### src/rtl/fb_pkg.sv
// Shared constants and types for the LED frame-buffer write path.
package fb_pkg;

    localparam int FB_ADDR_W = 12;
    localparam int FB_DATA_W = 8;
    localparam int FB_DEPTH  = 4096;

    // IDLE: no fill pending. FILL: a bulk fill is pending.
    typedef enum logic {
        IDLE = 1'b0,
        FILL = 1'b1
    } fb_state_t;

endpackage

### src/rtl/fb_write_scheduler_if.sv
// Bundle of the stream handshake, fill command and memory port A signals.
// master = request side (stream source / fill requester), slave = scheduler.
interface fb_write_scheduler_if
    import fb_pkg::*;
#(
    parameter int ADDR_W = FB_ADDR_W,
    parameter int DATA_W = FB_DATA_W
);
    logic              stream_valid;
    logic              stream_ready;
    logic [ADDR_W-1:0] stream_addr;
    logic [DATA_W-1:0] stream_data;
    logic              fill_start;
    logic [ADDR_W-1:0] fill_base;
    logic [ADDR_W:0]   fill_count;
    logic [DATA_W-1:0] fill_value;
    logic              fill_busy;
    logic              fill_done;
    logic [ADDR_W-1:0] address_a;
    logic [DATA_W-1:0] data_in_a;
    logic              wr_a;
    logic              clock_en_a;

    modport slave (
        input  stream_valid, stream_addr, stream_data,
        input  fill_start, fill_base, fill_count, fill_value,
        output stream_ready, fill_busy, fill_done,
        output address_a, data_in_a, wr_a, clock_en_a
    );

    modport master (
        output stream_valid, stream_addr, stream_data,
        output fill_start, fill_base, fill_count, fill_value,
        input  stream_ready, fill_busy, fill_done,
        input  address_a, data_in_a, wr_a, clock_en_a
    );
endinterface

### src/rtl/fb_fill_counter.sv
// Fill address / remaining-byte tracker for the bulk-fill engine.
// The address wraps naturally at 2^ADDR_W; remaining is one bit wider so
// a full-memory fill (2^ADDR_W bytes) can be expressed.
module fb_fill_counter
    import fb_pkg::*;
#(
    parameter int ADDR_W = FB_ADDR_W
) (
    input  logic              clk,
    input  logic              rst,
    input  logic              load,
    input  logic              step,
    input  logic [ADDR_W-1:0] base,
    input  logic [ADDR_W:0]   count,
    output logic [ADDR_W-1:0] addr,
    output logic              last
);
    logic [ADDR_W-1:0] addr_reg;
    logic [ADDR_W:0]   remaining_reg;

    // Load a new fill range, or advance by one byte per issued fill write
    always_ff @(posedge clk or posedge rst) begin
        if (rst) begin
            addr_reg      <= '0;
            remaining_reg <= '0;
        end else if (load) begin
            addr_reg      <= base;
            remaining_reg <= count;
        end else if (step) begin
            addr_reg      <= addr_reg + ADDR_W'(1);
            remaining_reg <= remaining_reg - (ADDR_W+1)'(1);
        end
    end

    assign addr = addr_reg;
    assign last = (remaining_reg == (ADDR_W+1)'(1));
endmodule

### src/rtl/fb_write_scheduler.sv
// Owns write port A of the frame buffer. Each cycle issues at most one
// write: a stream byte (priority) or a fill byte. After MAX_STREAM_RUN
// consecutive stream grants with a fill pending, the stream is held off
// for one cycle so the fill makes progress. Port A outputs are registered.
module fb_write_scheduler
    import fb_pkg::*;
#(
    parameter int ADDR_W         = FB_ADDR_W,
    parameter int DATA_W         = FB_DATA_W,
    parameter int MAX_STREAM_RUN = 7
) (
    input logic                clk,
    input logic                rst,
    fb_write_scheduler_if.slave bus
);
    localparam logic [7:0] RUN_LIMIT = 8'(MAX_STREAM_RUN);

    fb_state_t         state_reg, state_next;
    logic [7:0]        run_cnt_reg, run_cnt_next;
    logic [ADDR_W-1:0] address_reg, address_next;
    logic [DATA_W-1:0] data_reg, data_next;
    logic              wr_reg, wr_next;
    logic              done_reg, done_next;
    logic [DATA_W-1:0] fill_value_reg, fill_value_next;

    logic              accept;
    logic              load;
    logic              step;
    logic [ADDR_W-1:0] fill_addr;
    logic              fill_last;

    fb_fill_counter #(.ADDR_W(ADDR_W)) u_fill_counter (
        .clk   (clk),
        .rst   (rst),
        .load  (load),
        .step  (step),
        .base  (bus.fill_base),
        .count (bus.fill_count),
        .addr  (fill_addr),
        .last  (fill_last)
    );

    // Stream is only held off when a fill is pending and its run is exhausted
    assign bus.stream_ready = !((state_reg == FILL) && (run_cnt_reg == RUN_LIMIT));
    assign accept           = bus.stream_valid && bus.stream_ready;

    // Register state, run counter and all port A / status outputs
    always_ff @(posedge clk or posedge rst) begin
        if (rst) begin
            state_reg      <= IDLE;
            run_cnt_reg    <= '0;
            address_reg    <= '0;
            data_reg       <= '0;
            wr_reg         <= 1'b0;
            done_reg       <= 1'b0;
            fill_value_reg <= '0;
        end else begin
            state_reg      <= state_next;
            run_cnt_reg    <= run_cnt_next;
            address_reg    <= address_next;
            data_reg       <= data_next;
            wr_reg         <= wr_next;
            done_reg       <= done_next;
            fill_value_reg <= fill_value_next;
        end
    end

    // Arbitrate the write slot and handle fill start / completion
    always_comb begin
        state_next      = state_reg;
        run_cnt_next    = run_cnt_reg;
        address_next    = address_reg;
        data_next       = data_reg;
        wr_next         = 1'b0;
        done_next       = 1'b0;
        fill_value_next = fill_value_reg;
        load            = 1'b0;
        step            = 1'b0;

        if (accept) begin
            address_next = bus.stream_addr;
            data_next    = bus.stream_data;
            wr_next      = 1'b1;
            if (state_reg == FILL) begin
                run_cnt_next = run_cnt_reg + 8'd1;
            end
        end else if (state_reg == FILL) begin
            address_next = fill_addr;
            data_next    = fill_value_reg;
            wr_next      = 1'b1;
            step         = 1'b1;
            run_cnt_next = '0;
            if (fill_last) begin
                state_next = IDLE;
                done_next  = 1'b1;
            end
        end

        // A fill command is only taken when no fill is pending
        if ((state_reg == IDLE) && bus.fill_start) begin
            if (bus.fill_count != '0) begin
                load            = 1'b1;
                fill_value_next = bus.fill_value;
                state_next      = FILL;
                run_cnt_next    = '0;
            end else begin
                done_next = 1'b1;
            end
        end
    end

    assign bus.address_a  = address_reg;
    assign bus.data_in_a  = data_reg;
    assign bus.wr_a       = wr_reg;
    assign bus.clock_en_a = wr_reg;
    assign bus.fill_busy  = (state_reg == FILL);
    assign bus.fill_done  = done_reg;
endmodule

### src/flat_wrapper.sv
// flat-port wrapper written by rule: the top's interface ports become plain ports
module fb_write_scheduler_flat import fb_pkg::*;
#(
    parameter int ADDR_W         = FB_ADDR_W,
    parameter int DATA_W         = FB_DATA_W,
    parameter int MAX_STREAM_RUN = 7
)
  (clk, rst, bus_stream_valid, bus_stream_addr, bus_stream_data, bus_fill_start, bus_fill_base, bus_fill_count, bus_fill_value, bus_stream_ready, bus_fill_busy, bus_fill_done, bus_address_a, bus_data_in_a, bus_wr_a, bus_clock_en_a);
  fb_write_scheduler_if #(.ADDR_W(ADDR_W), .DATA_W(DATA_W)) bus_i ();
  input logic clk;
  input logic rst;
  input wire logic [$bits(bus_i.stream_valid)-1:0] bus_stream_valid;
  input wire logic [$bits(bus_i.stream_addr)-1:0] bus_stream_addr;
  input wire logic [$bits(bus_i.stream_data)-1:0] bus_stream_data;
  input wire logic [$bits(bus_i.fill_start)-1:0] bus_fill_start;
  input wire logic [$bits(bus_i.fill_base)-1:0] bus_fill_base;
  input wire logic [$bits(bus_i.fill_count)-1:0] bus_fill_count;
  input wire logic [$bits(bus_i.fill_value)-1:0] bus_fill_value;
  output wire logic [$bits(bus_i.stream_ready)-1:0] bus_stream_ready;
  output wire logic [$bits(bus_i.fill_busy)-1:0] bus_fill_busy;
  output wire logic [$bits(bus_i.fill_done)-1:0] bus_fill_done;
  output wire logic [$bits(bus_i.address_a)-1:0] bus_address_a;
  output wire logic [$bits(bus_i.data_in_a)-1:0] bus_data_in_a;
  output wire logic [$bits(bus_i.wr_a)-1:0] bus_wr_a;
  output wire logic [$bits(bus_i.clock_en_a)-1:0] bus_clock_en_a;
  assign bus_i.stream_valid = bus_stream_valid;
  assign bus_i.stream_addr = bus_stream_addr;
  assign bus_i.stream_data = bus_stream_data;
  assign bus_i.fill_start = bus_fill_start;
  assign bus_i.fill_base = bus_fill_base;
  assign bus_i.fill_count = bus_fill_count;
  assign bus_i.fill_value = bus_fill_value;
  assign bus_stream_ready = bus_i.stream_ready;
  assign bus_fill_busy = bus_i.fill_busy;
  assign bus_fill_done = bus_i.fill_done;
  assign bus_address_a = bus_i.address_a;
  assign bus_data_in_a = bus_i.data_in_a;
  assign bus_wr_a = bus_i.wr_a;
  assign bus_clock_en_a = bus_i.clock_en_a;
  fb_write_scheduler #(.ADDR_W(ADDR_W), .DATA_W(DATA_W), .MAX_STREAM_RUN(MAX_STREAM_RUN)) u_core (.clk(clk), .rst(rst), .bus(bus_i));
endmodule
### config.mk
export PLATFORM = sky130hd
export DESIGN_NAME = fb_write_scheduler_flat
export DESIGN_NICKNAME = d
export VERILOG_FILES = /design/src/rtl/fb_pkg.sv /design/src/rtl/fb_write_scheduler_if.sv /design/src/rtl/fb_fill_counter.sv /design/src/rtl/fb_write_scheduler.sv /design/src/flat_wrapper.sv
export SDC_FILE = /design/constraint.sdc
export NUM_CORES = 1
export LEC_CHECK = 0
export ABC_AREA = 1
export CELL_PAD_IN_SITES_DETAIL_PLACEMENT = 0
export CELL_PAD_IN_SITES_GLOBAL_PLACEMENT = 1
export CORE_AREA = 2 2 144 76
export CTS_BUF_LIST = sky130_fd_sc_hd__clkbuf_2
export CTS_CLUSTER_SIZE = 12
export DETAILED_ROUTE_END_ITERATION = 16
export DIE_AREA = 0 0 146 78
export GPL_TIMING_DRIVEN = 0
export PLACE_DENSITY_LB_ADDON = 0.08
export SYNTH_ARGS = -nofsm -noshare
export SYNTH_HDL_FRONTEND = slang
export SYNTH_SLANG_ARGS = --single-unit
### constraint.sdc
create_clock -name clk -period 2.3 [get_ports clk]
set_input_delay 0.345 -clock clk [delete_from_list [all_inputs] [get_ports clk]]
set_output_delay 0.345 -clock clk [all_outputs]
set_load 0.005 [all_outputs]
==> reports/summary.txt <==
CP Class -> register to output port
syn nets -> 570
proportion of layout cells with a drive suffix above 1 -> 0.100
initial core utilization -> 0.365
Seq/Total Area, Yosys -> 0.437
antenna cell count -> 0
number of global-route vias before repair -> 3406
startpoint type of the worst setup path -> register
H-tree levels -> 3
largest net degree at the start of global routing -> 65
flops & latches, synth -> 64
CP Max Fanout -> 5
number of synthesized flops with an enable pin -> 0
Final Hold Fails -> 0
Final #Nets -> 665
Final Util -> 0.482
Total GRT Usage -> 0.196
commonest cells in the netlist -> 207 x nand2_1, 80 x nand3_1, 64 x dfrtp_1, 41 x nor2_1, 28 x inv_1
CTS Sinks -> 64
die footprint -> 11400 sq um
DRC viols -> 0
dpl ws -> 0.210 ns
Routed Antenna Nets -> 0
Post-synth top flop -> dfrtp_1
die span in y -> 78 um
Synth Instances -> 508
routed vias/inst -> 4.70
clock skew -> 0.0285 ns
most area-consuming cells after synthesis -> dfrtp_1 44%, nand2_1 21%, nand3_1 11%
top-area cell type share of the netlist area -> 0.437
CP endpoint kind -> output port
clk buf depth -> 2
gpl congestion -> 0.818
final setup margin -> 0.163 ns
FMAX -> 0.468 GHz
synth unique cells -> 30
Final setup violation count -> 0
Rel. slew slack -> 0.437
Worst Hold Class -> input port to register
Area Overhead vs Synth -> 32.0%
Final min period -> 2.14 ns
1st-pass router iterations -> 4
Post-Route WL -> 10.6 mm
clock transition at the registers of the reported paths -> 0.23 ns
Clk Tree Root Cell -> clkbuf_2
syn_area_per_cell -> 7.21 sq um
initial antenna violation count -> 0
worst skew pair latency -> 0.54 ns
number of flip-flops in the largest register -> 13
Worst-Margin Slew -> 0.844 ns
LEAKAGE -> 2.26 nW
Final HPWL DP -> 7.65 mm
count leader, synth -> nand2_1
PD cells -> 1010 nW/um^2
initial DRC count -> 158
FP Rows -> 26
WP data arrival -> 1.79 ns
per-cell routed wire length -> 14.2 um
unrepaired setup endpoints after global routing -> false
placed inst area -> 4650 sq um
first-pass GRT wire length -> 17.6 mm
ys async rst share -> 1.00
cts bufs inserted -> 9
Max-Cap Viols -> 0
post-route cell area -> 4830 sq um
Vias -> 3516
final worst path period share -> 0.929
Slew Limit Fails -> 0
Ys Warns -> 0
worst-case vdd ir drop -> 0.255 mV
Core ar. -> 10000 sq um
CTS tree -> done
run status -> complete, no violations
Worst EP required -> 1.96 ns
I/O Buffers -> 81
cell taking the most area after synthesis -> dfrtp_1
Die Width -> 146 um
I/O pins -> 82
grt ovf -> 0
Post-Syn Area -> 3660 sq um
[logic make-up (layout without fill, tap and decap cells)]
family                     Yosys count  after routing  share of synthesized area
DFF                                 64             64                      0.437
buffers and inverters               53            153                     0.0663
AOI/OAI and AO/OA                   18             18                     0.0260
xor gates and xnor gates            14             14                     0.0335
and+or+nand+nor                    354            354                      0.420
adders and majority gates            5              5                     0.0171
[per-layer routing]
metal  global-route usage  vias to the layer above  part of all wire
met2                0.324                       66              0.45
li1                     -                     1798                 -
met1                0.261                     1643              0.49
met5                    0                        -                 0
met4               0.0379                        0            0.0080
met3               0.0547                        9             0.050
[layout by cell type, fill, tap and decap left out, types with 4 or more instances in the layout]
| cell | n |
|---|---|
| nand2_1 | 207 |
| nand3_1 | 80 |
| clkdlybuf4s50_1 | 80 |
| dfrtp_1 | 64 |
| nor2_1 | 41 |
| inv_1 | 27 |
| buf_2 | 11 |
| xor2_1 | 9 |
| clkbuf_2 | 9 |
| nor2_2 | 8 |
| a21oi_1 | 7 |
| inv_2 | 5 |
| xnor2_1 | 5 |
| o21ai_0 | 5 |
| buf_4 | 5 |
| nand2_4 | 4 |
| clkbuf_1 | 4 |
| o21ai_1 | 4 |
| ha_1 | 4 |
[where the power goes]
part	total (W)	internal, W	switching (W)
combinational	0.00207	0.000939	0.00114
sequential	0.00193	0.00153	0.000398
clock	0.000858	0.000373	0.000485
total	0.00486	0.00285	0.00202
[critical path, stage by stage, from the launching register on]
cell,delay (ns)
dfrtp_1,0.45
ha_4,0.17
nand2_1,0.08
nor2_4,0.16
nand4_4,0.11
dlygate4sd2_1,0.29
[area by class of cell]
cell class | count | area [sq um]
plain buffers | 20 | 119
clock buffers | 9 | 45.0
clock inverters | 7 | 104
fillers | 1059 | 5190
inverters | 33 | 126
multi-input cells | 391 | 1830
flip-flops and latches | 64 | 1600
well taps | 140 | 175
repair buffers | 84 | 832
[stage by stage]
step	std cells	total power (W)	setup TNS [ns]	hold slack [ns]
global placement	729	0.00398	-64.63	0.464
finish	748	0.00486	0	0.296
global route	748	0.00530	0	0.213
CTS	748	0.00491	0	0.247
floorplan	508	0.00322	0	0.449
detailed placement	729	0.00401	0	0.465
[path summary, 6_finish.rpt]
kind,start,depth (start not counted),endpoint,slack (ns)
worst max-delay path,u_core.run_cnt_reg[1],5,bus_stream_ready,0.16
worst min-delay path,bus_fill_value[2],3,u_core.fill_value_reg[2],0.30
worst max register to register,u_core.run_cnt_reg[1],10,u_core.bus.address_a[4],0.45
worst min register to register,u_core.fill_value_reg[3],2,u_core.bus.data_in_a[3],0.51
max in group asynchronous,rst,2,u_core.u_fill_counter.addr[3],1.44
min in group asynchronous,rst,2,u_core.run_cnt_reg[4],0.31
[timing repair]
item                       4_1_cts  5_1_grt
hold buffers                     0        0
buffers inserted                 3        0
resized for setup                3        0
setup endpoints to repair        1        0
Note: power is estimated with default switching activity, not from simulation.
